===== src/rtl/ntt_job_ctrl.sv =====
// Job sequencer for one NTT job: stream coefficients into the coefficient RAM,
// hand both RAM ports to the core while it runs, then stream the results back out.
module ntt_job_ctrl #(
  parameter int WIDTH   = 24,
  parameter int N       = 256,
  parameter int ADDR_W  = 8,
  parameter int TIMEOUT = 65535
) (
  input  logic              clk,
  input  logic              rst_n,
  // job control
  input  logic              job_start,
  input  logic              job_abort,
  output logic              job_busy,
  output logic              job_done,
  output logic              err,
  // load stream
  input  logic              in_valid,
  output logic              in_ready,
  input  logic [WIDTH-1:0]  in_data,
  // unload stream
  output logic              out_valid,
  input  logic              out_ready,
  output logic [WIDTH-1:0]  out_data,
  output logic              out_last,
  // core handshake
  output logic              ntt_start,
  input  logic              ntt_done,
  // core side of the RAM ports
  input  logic [ADDR_W-1:0] core_addr_a,
  input  logic [ADDR_W-1:0] core_addr_b,
  input  logic              core_we_a,
  input  logic              core_we_b,
  input  logic [WIDTH-1:0]  core_wdata_a,
  input  logic [WIDTH-1:0]  core_wdata_b,
  output logic [WIDTH-1:0]  core_rdata_a,
  output logic [WIDTH-1:0]  core_rdata_b,
  // RAM ports
  output logic [ADDR_W-1:0] ram_addr_a,
  output logic [ADDR_W-1:0] ram_addr_b,
  output logic              ram_we_a,
  output logic              ram_we_b,
  output logic [WIDTH-1:0]  ram_wdata_a,
  output logic [WIDTH-1:0]  ram_wdata_b,
  input  logic [WIDTH-1:0]  ram_rdata_a,
  input  logic [WIDTH-1:0]  ram_rdata_b,
  // debug view of the sequencer state
  output logic [2:0]        state_dbg
);

  // Streams: a word transfers on a rising clk edge where valid and ready are
  // both high. in_ready depends on state only; out_valid/out_data/out_last are
  // registered and hold steady until out_ready is seen.

  localparam int CNT_W = ADDR_W + 1;
  localparam logic [CNT_W-1:0] CNT_LAST = CNT_W'(N - 1);
  localparam logic [CNT_W-1:0] CNT_ONE  = CNT_W'(1);
  localparam logic [15:0]      TO_LAST  = 16'(TIMEOUT - 1);

  typedef enum logic [2:0] {
    IDLE    = 3'd0,
    LOAD    = 3'd1,
    RUN     = 3'd2,
    RUN_REL = 3'd3,
    UL_RD   = 3'd4,
    UL_WAIT = 3'd5,
    UL_OUT  = 3'd6
  } state_t;

  state_t           state;
  logic [CNT_W-1:0] cnt;
  logic [15:0]      to_cnt;
  logic             core_owns;

  assign core_owns    = (state == RUN) || (state == RUN_REL);
  assign in_ready     = (state == LOAD);
  assign job_busy     = (state != IDLE);
  assign state_dbg    = state;
  assign core_rdata_a = ram_rdata_a;
  assign core_rdata_b = ram_rdata_b;

  // The core only reaches the RAM while it owns it; elsewhere its writes are dropped.
  always_comb begin
    ram_addr_a  = '0;
    ram_addr_b  = '0;
    ram_we_a    = 1'b0;
    ram_we_b    = 1'b0;
    ram_wdata_a = '0;
    ram_wdata_b = '0;
    unique case (state)
      RUN, RUN_REL: begin
        ram_addr_a  = core_addr_a;
        ram_addr_b  = core_addr_b;
        ram_we_a    = core_we_a;
        ram_we_b    = core_we_b;
        ram_wdata_a = core_wdata_a;
        ram_wdata_b = core_wdata_b;
      end
      LOAD: begin
        ram_addr_a  = cnt[ADDR_W-1:0];
        ram_we_a    = in_valid;
        ram_wdata_a = in_data;
      end
      UL_RD, UL_WAIT: begin
        ram_addr_a  = cnt[ADDR_W-1:0];
      end
      default: begin
        ram_addr_a  = '0;
      end
    endcase
  end

  always_ff @(posedge clk or negedge rst_n) begin
    if (!rst_n) begin
      state     <= IDLE;
      cnt       <= '0;
      to_cnt    <= '0;
      err       <= 1'b0;
      ntt_start <= 1'b0;
      out_valid <= 1'b0;
      out_last  <= 1'b0;
      out_data  <= '0;
      job_done  <= 1'b0;
    end else begin
      job_done <= 1'b0;
      if (job_abort) begin
        // Dropping ntt_start is enough for the core to fall back to its own idle.
        state     <= IDLE;
        cnt       <= '0;
        to_cnt    <= '0;
        ntt_start <= 1'b0;
        out_valid <= 1'b0;
        out_last  <= 1'b0;
      end else begin
        unique case (state)
          IDLE: begin
            if (job_start) begin
              state <= LOAD;
              cnt   <= '0;
              err   <= 1'b0;
            end
          end
          LOAD: begin
            if (in_valid) begin
              if (cnt == CNT_LAST) begin
                state     <= RUN;
                cnt       <= '0;
                to_cnt    <= '0;
                ntt_start <= 1'b1;
              end else begin
                cnt <= cnt + CNT_ONE;
              end
            end
          end
          RUN: begin
            // A done arriving on the last allowed cycle still counts as success.
            if (ntt_done) begin
              state     <= RUN_REL;
              ntt_start <= 1'b0;
            end else if (to_cnt == TO_LAST) begin
              state     <= IDLE;
              err       <= 1'b1;
              ntt_start <= 1'b0;
            end else begin
              to_cnt <= to_cnt + 16'd1;
            end
          end
          RUN_REL: begin
            if (!ntt_done) begin
              state <= UL_RD;
              cnt   <= '0;
            end
          end
          UL_RD: begin
            state <= UL_WAIT;
          end
          UL_WAIT: begin
            out_data  <= ram_rdata_a;
            out_valid <= 1'b1;
            out_last  <= (cnt == CNT_LAST);
            state     <= UL_OUT;
          end
          UL_OUT: begin
            if (out_ready) begin
              out_valid <= 1'b0;
              out_last  <= 1'b0;
              if (cnt == CNT_LAST) begin
                state    <= IDLE;
                cnt      <= '0;
                job_done <= 1'b1;
              end else begin
                state <= UL_RD;
                cnt   <= cnt + CNT_ONE;
              end
            end
          end
          default: begin
            state <= IDLE;
          end
        endcase
      end
    end
  end

endmodule


===== config.mk =====
export PLATFORM = sky130hd
export DESIGN_NAME = ntt_job_ctrl
export DESIGN_NICKNAME = d
export VERILOG_FILES = /design/src/rtl/ntt_job_ctrl.sv
export SDC_FILE = /design/constraint.sdc
export NUM_CORES = 1
export LEC_CHECK = 0
export ABC_AREA = 1
export BUFFER_PORTS_ARGS = -buffer_cell sky130_fd_sc_hd__buf_2
export CAP_MARGIN = 20
export CELL_PAD_IN_SITES_DETAIL_PLACEMENT = 0
export CELL_PAD_IN_SITES_GLOBAL_PLACEMENT = 1
export CORE_MARGIN = 3
export CORE_UTILIZATION = 25
export CTS_BUF_LIST = sky130_fd_sc_hd__clkbuf_4
export DETAILED_ROUTE_END_ITERATION = 7
export GPL_ROUTABILITY_DRIVEN = 0
export PLACE_DENSITY_LB_ADDON = 0.2
export SYNTH_ARGS = -nofsm -noshare
export SYNTH_HDL_FRONTEND = slang
export SYNTH_SLANG_ARGS = --single-unit

===== constraint.sdc =====
create_clock -name clk -period 2.2 [get_ports clk]
set_input_delay 0.66 -clock clk [delete_from_list [all_inputs] [get_ports clk]]
set_output_delay 0.66 -clock clk [all_outputs]
set_load 0.02 [all_outputs]

==> summary.md <==
| Metric | Value |
|---|---|
| Max Cap Viol | `0` |
| Die Y | `136 µm` |
| Global-route wire length before repair | `24.7 mm` |
| WL/cell | `around 16 µm` |
| Area contributors post-synth | `dfrtp_1, nand2_1, buf_4, nor2_1, nand3_1` |
| IO Count | `between 200 and 300` |
| Nets | `about 1000` |
| Area Overhead vs Synth | `59.3%` |
| DR WL met3 | `between 1.5 and 2 mm` |
| Gr ovfl total | `0` |
| DR WL met2 | `7.85 mm` |
| Slew @ Worst Pin | `~0.50 ns` |
| Cells after DPL | `just over 1000` |
| Die W | `approximately 140 µm` |
| Share of the synthesized area in the top cell type | `~34%` |
| PwrDens | `approximately 1100 mW/mm²` |
| Max-slew violation count | `0` |
| Number of global-route vias before repair | `4674` |
| Leading area contributor after synthesis | `dfrtp_1` |
| Sequential area share after synthesis | `roughly 34%` |
| Post-route ant nets | `0` |
| Max FO, Critical Path | `6` |
| Total power draw | `7.66 mW` |
| H-Tree Level Count | `3` |
| Hold buffer count at CTS | `0` |
| Drt drc | `0` |
| Prevailing post-synth register cell | `dfrtp_1` |
| Worst min path class | `primary input to async pin` |
| CP startpoint kind | `flop` |
| Status | `complete, but fails checks` |
| Core area | `between 0.015 and 0.02 mm²` |
| Core Rows | `46` |
| Total GRT Usage | `~17%` |
| FILL cells | `1658` |
| Post-Synth XOR/XNOR Area | `0.829%` |
| Clock Path Buffers | `2` |
| Final setup margin | `-0.219 ns` |
| Clk_skew | `about 0.0077 ns` |
| Fmax | `slightly above 400 MHz` |
| I/O Buffers | `roughly 240` |
| Top Metal Used | `met5` |
| Synth async-reset ratio | `100%` |
| Initial antenna violation count | `2` |
| Slew margin rel. | `66.7%` |
| Crit. End Element | `primary output` |
| Cell Area, Synth | `between 0.004 and 0.005 mm²` |
| Non-filler instance count after layout | `between 1000 and 1500` |
| CTS tree | `yes` |
| Critical Path AT | `~1.8 ns` |
| Yosys reg bits | `57` |
| Most frequent cell after synthesis | `nand2_1` |
| Area of the die | `0.0185 mm²` |
| Synth cell count leaders | `nand2_1, nor2_1, inv_1, dfrtp_1, nand3_1` |
| Reg2reg path depth | `12` |
| Synthesis Warnings | `0` |
| Post-layout min period | `between 2 and 2.5 ns` |
| Share of post-route cells with drive strength above 1 | `between 40% and 50%` |
| Violation count after the first detailed-route iteration | `~160` |
| CTS buffer count | `9` |
| Root buffer cell | `clkbuf_4` |
| Starting Density | `between 20% and 30%` |
| RSZ-0062 raised after global routing | `true` |
| Half-perimeter wire length after placement | `around 13 mm` |
| DR pass1 iterations | `4` |
| Post-Route WL | `around 17 mm` |
| Post-Synth Adder-Cell Area | `less than 1%` |
| Final Util | `41.5%` |
| Syn Inst Count | `625` |
| Required @ worst endpoint | `1.54 ns` |
| Post-synth EDFFs | `0` |
| Final setup fails | `66` |
| Mux contribution to synthesized area | `0%` |
| Sink Count | `57` |
| Main combinational cell family by area after synthesis | `simple AND/OR/NAND/NOR gates` |
| Post-synth cell types | `30` |
| Leak Pwr | `3.58 nW` |
| Synth Area in Simple Gates | `36.6%` |
| Clk pin slew, worst setup/hold paths | `~0.1 ns` |
| Via count | `4854` |
| Clk_lat worst skew | `0.41 ns` |
| Synth Net Count | `773` |
| Vias per Instance | `around 4.5` |
| Tcrit/Tclk final | `110%` |
| Routed metal-1 wirelength | `about 6.5 mm` |
| Critical path class | `flop to primary output` |
| Failing checks | `setup timing` |
| Synth Area in Compound Gates | `9.86%` |
| Pin count of the biggest net entering global routing | `58` |
| Synthesized area per cell | `6.76 µm²` |
| VDD IR max | `approximately 0.00084 V` |
| Final hold violation count | `0` |
layout by cell type, fill, tap and decap left out, drive strengths merged:
cell,netlist,routed
nor2,90,90
clkinv,0,3
o21bai,5,5
nand4,10,10
nand2,197,197
nand3,55,55
or2,4,4
clkinvlp,0,1
a22o,24,24
clkbuf,3,12
a22oi,1,1
inv,73,73
nor4,2,2
ha,3,3
and2,1,1
bufinv,0,2
a21oi,3,3
buf,67,287
xor2,4,4
nor3,2,2
diode,0,1
o2111ai,1,1
o21ai,23,23
dfrtp,57,57
final timing paths:
| path | slack (ns) | endpoint | from |
|---|---|---|---|
| worst min register to register | 0.48 | out_data[11]$_DFFE_PN0P_ | out_data[11]$_DFFE_PN0P_ |
| worst max-delay path | -0.22 | ram_wdata_a[12] | state_dbg[1]$_DFFE_PN0P_ |
| worst max register to register | 0.20 | to_cnt[6]$_DFFE_PN0P_ | state_dbg[0]$_DFFE_PN0P_ |
| min in group clk | 0.48 | out_data[11]$_DFFE_PN0P_ | out_data[11]$_DFFE_PN0P_ |
| max in group asynchronous | 1.68 | state_dbg[0]$_DFFE_PN0P_ | rst_n |
| worst min-delay path | 0.23 | out_data[10]$_DFFE_PN0P_ | rst_n |
registers in the layout, indices dropped and copies added (netlist names):
name / flops
cnt: 9
state_dbg: 3
err: 1
out_last: 1
to_cnt: 16
job_done: 1
ntt_start: 1
out_valid: 1
out_data: 24
timing repair:
item	4_1_cts	5_1_grt
pin swaps	4	7
buffers inserted	14	4
cloned	3	3
gates resized for setup	159	31
endpoints found under the setup margin	68	68
metrics by stage:
step	TNS (ns)	cell area, µm²	setup slack, ns	hold slack, ns
final	-12.51	6730	-0.219	0.234
after global routing	-18.79	6730	-0.311	0.230
after CTS	-14.65	6570	-0.258	0.222
after detailed placement	0	5740	0.0367	0.453
after global placement	0	5740	0.124	0.450
after floorplan	-1.38	4520	-0.0277	0.364
cell type report:
class / count / area, µm² / area share [%]
Inverter: 73 / 289 / 4.29
Tap cell: 216 / 270 / 4.02
Sequential cell: 57 / 1430 / 21.2
Antenna cell: 1 / 2.50 / 0.0372
Timing Repair Buffer: 289 / 2160 / 32.1
Multi-Input combinational cell: 425 / 2420 / 36.0
Clock buffer: 10 / 75.1 / 1.12
Clock inverter: 6 / 82.6 / 1.23
metal layers:
| metal | vias up | track usage, % |
|---|---|---|
| met4 | 2 | 7.61 |
| met3 | 36 | 6.03 |
| met2 | 244 | 28.9 |
| met1 | 2192 | 19.6 |
| li1 | 2380 | - |
| met5 | - | 0 |
kinds of logic after synthesis:
group	count (synthesis)
simple gates	361
compound gates	57
fa+ha+maj	3
xor+xnor	4
flops	57
buf+inv	143
power by group:
| part | internal [mW] | switching [mW] |
|---|---|---|
| Combinational | 2.51 | 2.98 |
| Clock | 0.468 | 0.430 |
| Sequential | 1.18 | 0.0968 |
critical path, cell delays in order (launching register included):
cell,delay [ns]
dfrtp_1,0.40
buf_6,0.14
nand2_4,0.06
nor2_4,0.03
inv_2,0.09
nand2_8,0.10
clkbuf_16,0.18
a22o_4,0.21
buf_6,0.13
Note: power is estimated with default switching activity, not from simulation.
